<file path="config.mk">
export PLATFORM = sky130hd
export DESIGN_NAME = stim_response_engine
export DESIGN_NICKNAME = d
export VERILOG_FILES = /design/src/rtl/stim_response_engine.sv
export SDC_FILE = /design/constraint.sdc
export NUM_CORES = 1
export LEC_CHECK = 0
export ABC_AREA = 1
export BUFFER_PORTS_ARGS = -buffer_cell sky130_fd_sc_hd__buf_2
export CORE_MARGIN = 3
export CORE_UTILIZATION = 43
export CTS_BUF_LIST = sky130_fd_sc_hd__clkbuf_16
export DETAILED_ROUTE_END_ITERATION = 16
export GPL_TIMING_DRIVEN = 0
export PLACE_DENSITY = 0.77
export SYNTH_ARGS = -nofsm -noshare
export SYNTH_HDL_FRONTEND = slang
export SYNTH_SLANG_ARGS = --single-unit
</file>
<file path="constraint.sdc">
create_clock -name clk -period 1.98 [get_ports clk]
set_clock_uncertainty 0.1 [all_clocks]
set_input_delay 0.099 -clock clk [delete_from_list [all_inputs] [get_ports clk]]
set_output_delay 0.099 -clock clk [all_outputs]
set_load 0.1 [all_outputs]
</file>
<file path="src/rtl/stim_response_engine.sv">
// stim_response_engine
// Drives a combinational block under test with LFSR-generated stimulus, folds every
// response into a MISR signature, and reports the signature through a valid/ready
// handshake after NUM_VEC vectors.
// Optional feature macro: STIM_RESP_CMP_EN adds the GOLDEN parameter, a golden-signature
// comparator and the registered 'pass' output. Without it the comparator is absent.
module stim_response_engine #(
  parameter int              IN_W       = 5,
  parameter int              OUT_W      = 10,
  parameter int              NUM_VEC    = 32,
  parameter int              SETTLE_CYC = 1,
  parameter logic [IN_W-1:0] LFSR_SEED  = 5'h01
`ifdef STIM_RESP_CMP_EN
  ,
  parameter logic [OUT_W-1:0] GOLDEN    = 10'h000
`endif
) (
  input  logic             clk,
  input  logic             rst,
  input  logic             start,
  input  logic [OUT_W-1:0] resp_data,
  output logic [IN_W-1:0]  stim_data,
  output logic             busy,
  output logic             sig_valid,
  input  logic             sig_ready,
  output logic [OUT_W-1:0] signature,
  output logic [9:0]       vec_count
`ifdef STIM_RESP_CMP_EN
  ,
  output logic             pass
`endif
);

  typedef enum logic [1:0] {
    ST_IDLE    = 2'd0,
    ST_SETTLE  = 2'd1,
    ST_CAPTURE = 2'd2,
    ST_REPORT  = 2'd3
  } state_t;

  // An all-zero seed would lock the LFSR at zero, so it is replaced by 1.
  localparam logic [IN_W-1:0] SEED        = (LFSR_SEED == '0) ? 5'h01 : LFSR_SEED;
  localparam logic [9:0]      NUM_VEC_L   = 10'(NUM_VEC);
  localparam logic [3:0]      SETTLE_LAST = (SETTLE_CYC == 0) ? 4'd0 : 4'(SETTLE_CYC - 1);
  // Where a new vector goes once it has been applied: straight to capture when no settling.
  localparam state_t          VEC_ENTRY   = (SETTLE_CYC == 0) ? ST_CAPTURE : ST_SETTLE;

  // Maximal-length 5-bit Fibonacci LFSR (x^5 + x^3 + 1), period 31, never reaches zero.
  function automatic logic [IN_W-1:0] lfsr_step(input logic [IN_W-1:0] l);
    return {l[3:0], l[4] ^ l[2]};
  endfunction

  // 10-bit MISR: shift with feedback from bits 9 and 6, then fold in the response.
  function automatic logic [OUT_W-1:0] misr_step(input logic [OUT_W-1:0] m,
                                                 input logic [OUT_W-1:0] r);
    return {m[8:0], m[9] ^ m[6]} ^ r;
  endfunction

  state_t           state_q, state_d;
  logic [IN_W-1:0]  lfsr_q, lfsr_d;
  logic [OUT_W-1:0] misr_q, misr_d;
  logic [9:0]       vec_q, vec_d;
  logic [3:0]       settle_q, settle_d;
  logic [IN_W-1:0]  stim_q, stim_d;
  logic             busy_q, busy_d;
  logic             valid_q, valid_d;
`ifdef STIM_RESP_CMP_EN
  logic             pass_q, pass_d;
`endif

  // Next-state and datapath: sequencing of settle/capture/report and LFSR/MISR updates.
  always_comb begin
    state_d  = state_q;
    lfsr_d   = lfsr_q;
    misr_d   = misr_q;
    vec_d    = vec_q;
    settle_d = settle_q;
`ifdef STIM_RESP_CMP_EN
    pass_d   = pass_q;
`endif
    case (state_q)
      ST_IDLE: begin
        if (start) begin
          lfsr_d   = SEED;
          misr_d   = '0;
          vec_d    = 10'd0;
          settle_d = 4'd0;
`ifdef STIM_RESP_CMP_EN
          pass_d   = 1'b0;
`endif
          state_d  = VEC_ENTRY;
        end else begin
          state_d  = ST_IDLE;
        end
      end
      ST_SETTLE: begin
        if (settle_q == SETTLE_LAST) begin
          settle_d = 4'd0;
          state_d  = ST_CAPTURE;
        end else begin
          settle_d = settle_q + 4'd1;
        end
      end
      ST_CAPTURE: begin
        misr_d = misr_step(misr_q, resp_data);
        lfsr_d = lfsr_step(lfsr_q);
        vec_d  = vec_q + 10'd1;
        if (vec_d == NUM_VEC_L) begin
          state_d = ST_REPORT;
`ifdef STIM_RESP_CMP_EN
          pass_d  = (misr_d == GOLDEN);
`endif
        end else begin
          state_d = VEC_ENTRY;
        end
      end
      ST_REPORT: begin
        if (valid_q && sig_ready) begin
          state_d = ST_IDLE;
        end else begin
          state_d = ST_REPORT;
        end
      end
      default: begin
        state_d = ST_IDLE;
      end
    endcase
  end

  // Output next values derive from the next state so every output is a plain register.
  always_comb begin
    stim_d  = (state_d == ST_IDLE) ? '0 : lfsr_d;
    busy_d  = (state_d != ST_IDLE);
    valid_d = (state_d == ST_REPORT);
  end

  // State and output registers; reset aborts any run with no report.
  always_ff @(posedge clk or posedge rst) begin
    if (rst) begin
      state_q  <= ST_IDLE;
      lfsr_q   <= SEED;
      misr_q   <= '0;
      vec_q    <= 10'd0;
      settle_q <= 4'd0;
      stim_q   <= '0;
      busy_q   <= 1'b0;
      valid_q  <= 1'b0;
`ifdef STIM_RESP_CMP_EN
      pass_q   <= 1'b0;
`endif
    end else begin
      state_q  <= state_d;
      lfsr_q   <= lfsr_d;
      misr_q   <= misr_d;
      vec_q    <= vec_d;
      settle_q <= settle_d;
      stim_q   <= stim_d;
      busy_q   <= busy_d;
      valid_q  <= valid_d;
`ifdef STIM_RESP_CMP_EN
      pass_q   <= pass_d;
`endif
    end
  end

  assign stim_data = stim_q;
  assign busy      = busy_q;
  assign sig_valid = valid_q;
  assign signature = misr_q;
  assign vec_count = vec_q;
`ifdef STIM_RESP_CMP_EN
  assign pass      = pass_q;
`endif

endmodule

</file>
-- Word-level counts from Yosys, hierarchy flattened
Index checks and enable logic that the tools add are counted.
W data, S select, Z words.
- flip-flop bits (word level): 38
- input port bits: 14
- output and inout bits: 27
- logic and storage cells: 42
- add/subtract/negate cells: 2
- muxes and demuxes: 14
- bitwise operators: 3
- eq/ne operators: 6
- reductions and logical operators: 9
- operators by type and width (cell ; number):
    $pmux W10 S2 ; 2
    $add A10 B1 Y10 const B ; 1
    $eq A10 B6 Y1 const B ; 1
    $mux W10 ; 1
    $mux W5 ; 2
    $pmux W5 S2 ; 1
    $xor A10 B10 Y10 ; 1
    $mux W4 ; 2
    $pmux W2 S4 ; 1
    $pmux W4 S2 ; 1
    $eq A2 B2 Y1 const B ; 3
    $mux W2 ; 3
    $reduce_bool A2 Y1 ; 3
    $add A4 B1 Y4 const B ; 1
    $logic_not A2 Y1 ; 2
    $logic_not A4 Y1 ; 1
    $reduce_and A2 Y1 ; 2
    $eq A2 B1 Y1 const B ; 1
    $ne A2 B2 Y1 const B ; 1
    $xor A1 B1 Y1 ; 2
    $logic_and A1 B1 Y1 ; 1
    $mux W1 ; 1

-- Depth between registers and ports, before layout
- depth after elaboration: 6
- depth in mapped cells: 11
- gate-level depth less buffers: 11

-- Worst setup path before layout
No wires, ideal clock.
- kind: reg2reg
- from: register vec_q[0], in the netlist vec_count[0]
- to: register stim_q[1], in the netlist stim_data[1]
- stages on the path, launching flop included: 12
- path buffers: 0
- data required time: 1.817 ns
- clock period less this slack: 2.429 ns
- arrival: 2.266 ns
- setup slack: -0.449 ns
- library setup time: 0.063 ns
- path through: dfrtp_1 ha_1 nand2_2 nor2_4 nand3_1 nand2_1 nand2_1 nor2_1 nand3_2 nand3_4 nand2_1 inv_1
- longest elaborated chain between the ends: 6
- RTL lines (item ; RTL line ; source):
    start, declared ; 62 ; logic [9:0] vec_q, vec_d;
    start signal, assigned ; 155 ; vec_q <= vec_d;
    $add A10 B1 Y10 ; 107 ; vec_d = vec_q + 10'd1;
    $eq A10 B6 Y1 ; 108 ; if (vec_d == NUM_VEC_L) begin
    $mux W2 ; 108 ;
    $pmux W2 S4 ; 81 ; case (state_q)
    $logic_not A2 Y1 ; 132 ; stim_d = (state_d == ST_IDLE) ? '0 : lfsr_d;
    $mux W5 ; 132 ;
    via stim_d[1] ; 64 ; logic [IN_W-1:0] stim_q, stim_d;
    end signal, assigned ; 157 ; stim_q <= stim_d;
    end, declared ; 64 ;
The timed path passes the listed nets, and every way through them passes these cells.
A chain may end at the register's enable or synchronous reset.

-- Worst setup path after layout
- from: register vec_q[0], in the netlist vec_count[0]
- to: register stim_q[0], in the netlist stim_data[0]
Same word-level chain as after synthesis.

==> key figures <==
Outcome
  • Status: complete, no violations

Clock network
  • Worst-path clk slew: 60 ps
  • CTS max path bufs: 2
  • Sink Count: 38
  • Root Buffer: clkbuf_16
  • Post CTS Setup Buffer Count: 0
  • H-Tree Depth: 2
  • Worst skew pair latency: 280 ps
  • CTS tree: yes
  • Number of buffers created by CTS: 5

Place
  • Post-Place Setup Slack: 162.6 ps
  • PortBufs: 40
  • HPWL Detailed: 2945 um
  • Routability Congestion: 0.7993

STA
  • Worst-Margin Slew: 792.7 ps
  • Setup ws final: 144.2 ps
  • Setup tns final: 0 ps
  • Max Clk Rate: 544.7 MHz
  • Minimum clock period after layout: 1836 ps
  • Final period util: 92.72%
  • Final hold vios: 0
  • RSZ-0062 raised after global routing: no
  • Final setup viols: 0
  • Slew HR: 47.07%
  • Max-slew violations: 0

Global routing
  • Number of global-route vias before repair: 1609
  • First-pass GRT wire length: 7176 um
  • Overall Global Routing Usage: 17.39%
  • Congestion Overflow GR: 0
  • Largest net degree at the start of global routing: 39
  • Antenna violations before repair: 0

Logic synthesis
  • Synth Flop Type: dfrtp_1
  • Async SR Flop Fraction: 100.0%
  • Syn nets: 230
  • Seq/Total Area, Yosys: 49.90%
  • Netlist cell types: 32
  • Post-synth EDFFs: 0
  • Synthesized cell area: 0.001908 sq mm
  • Synth warn: 0
  • #FFs+latches synth: 38
  • Mean Syn Cell Area: 9.000 sq um
  • Mapped Cells: 212

Floorplan
  • Die area: 0.005273 sq mm
  • # rows: 23
  • Die height: 72.62 um
  • DIE WIDTH: 72.62 um
  • Core region area: 0.004144 sq mm
  • Initial cell density of the core: 46.04%
  • Number of I/O pins: 41

Routing
  • Antenna-violating nets left: 0
  • DR vias/cell: 5.164
  • Via count: 1606
  • Total iterations of the first detailed-routing run: 6
  • Average routed wire per standard cell: 13.10 um
  • DRC viols: 0
  • DRT iter0 DRCs: 59
  • WL final: 4075 um

Setup path
  • CP arrival: 1960 ps
  • Critical Path Start: vec_count[0]
  • CP Max Fanout: 8
  • CP peak stage delay: 460 ps
  • Critical R2R Launch: vec_count[0]
  • Type of element capturing the critical path: flip-flop
  • Data required, critical path: 2100 ps
  • WS Path Type: flip-flop to flip-flop
  • CP Cell Sequence: ha_2 > nand2_2 > nor2_4 > inv_1 > nand2_1 > nand3_1 > nor2_1 > nand3_2 > nand3_4 > nand2_1 > inv_1
  • CP max stage cell: dfrtp_4
  • Worst setup SP type: flip-flop

Worst hold path
  • Hold crit path type: input pin to flip-flop
  • HP Start: resp_data[9]

Flow run
  • Max Cap Viol: 0

Cells and area
  • Fraction of layout cells with a size suffix above 1: 31.03%
  • Most frequent cells in the layout: 50 x nand2_1, 42 x buf_2, 30 x dfrtp_1
  • # fillers: 374
  • Antenna Diode Count: 0
  • Area delta synth->final: 23.80%
  • Net count reported at finish: 278
  • Commonest non-fill, non-tap cell in the layout: nand2_1
worst paths after layout:
kind,end,slack (ps),cells past startpoint
max,stim_data[0],140,11
min,signature[9],20,3
max reg2reg,stim_data[0],140,11
min reg2reg,signature[5],430,1
max in group asynchronous,vec_count[0],760,3
min in group asynchronous,stim_data[1],420,3
area by class of cell:
class / count / area (sq um) / share of cell area [%]
clock inverters: 3 / 37.54 / 1.589
repair buffers: 41 / 210.2 / 8.898
flip-flops and latches: 38 / 965.9 / 40.89
inverters: 32 / 120.1 / 5.085
plain buffers: 3 / 13.76 / 0.5826
clock buffers: 5 / 125.1 / 5.297
well taps: 50 / 62.56 / 2.648
multi-input cells: 139 / 827.0 / 35.01
Yosys cell counts, types with 3 or more instances:
library cell	n	area (sq um)
nand2_1	50	187.7
dfrtp_1	37	925.9
inv_1	29	108.9
nor2_1	14	52.55
o21ai_0	10	50.05
a32o_1	8	80.08
or2_2	8	50.05
nand3_1	7	35.03
o22ai_1	6	37.54
ha_1	4	50.05
a21oi_1	3	15.01
inv_2	3	11.26
nand4_1	3	18.77
nor3_1	3	15.01
xnor2_1	3	26.28
xor2_1	3	26.28
critical path, delay by kind of cell (launching register included):
kind	cells	cell delay [ps]
buf+inv	2	120
flops	1	460
simple gates	8	900
fa+ha+maj	1	220
layer usage:
metal / up-vias / GRT usage, % / part of all wire (%)
met2: 47 / 28.26 / 48
met3: 9 / 4.132 / 5.7
met1: 761 / 22.34 / 44
li1: 789 / - / -
met5: - / 0 / 0
met4: 0 / 6.967 / 2.4
kinds of logic (layout without fill, tap and decap cells):
family,Yosys count,after routing,synth area share (%)
flops,38,38,49.90
xor+xnor,6,6,2.755
simple gates,97,97,26.30
fa+ha+maj,4,4,2.623
compound gates,32,32,11.41
buf+inv,35,84,7.016
metrics by stage:
stage	cells	area, sq um	util, %	hold WS [ps]
after floorplan	212	1922	-	190.3
after global placement	302	2185	52.72	303.3
after detailed placement	302	2185	52.72	204.8
after CTS	311	2357	56.88	17.56
after global routing	311	2362	57.00	50.70
final	311	2362	57.00	20.64
sequential cells by signal, summed over array words and instances, names as in the netlist:
name and flops:
signature 10, vec_count 10, lfsr_q 5, stim_data 5, settle_q 4, state_q 2, busy 1, sig_valid 1
timing repair:
item	CTS	global route
endpoints found under the hold margin	37	0
setup endpoints to repair	0	5
hold buffers	1	0
resized for setup	0	2
Power is left out: the tool's default activity adds up to more than one toggle a clock period on the data nets, which glitch-free logic cannot reach.
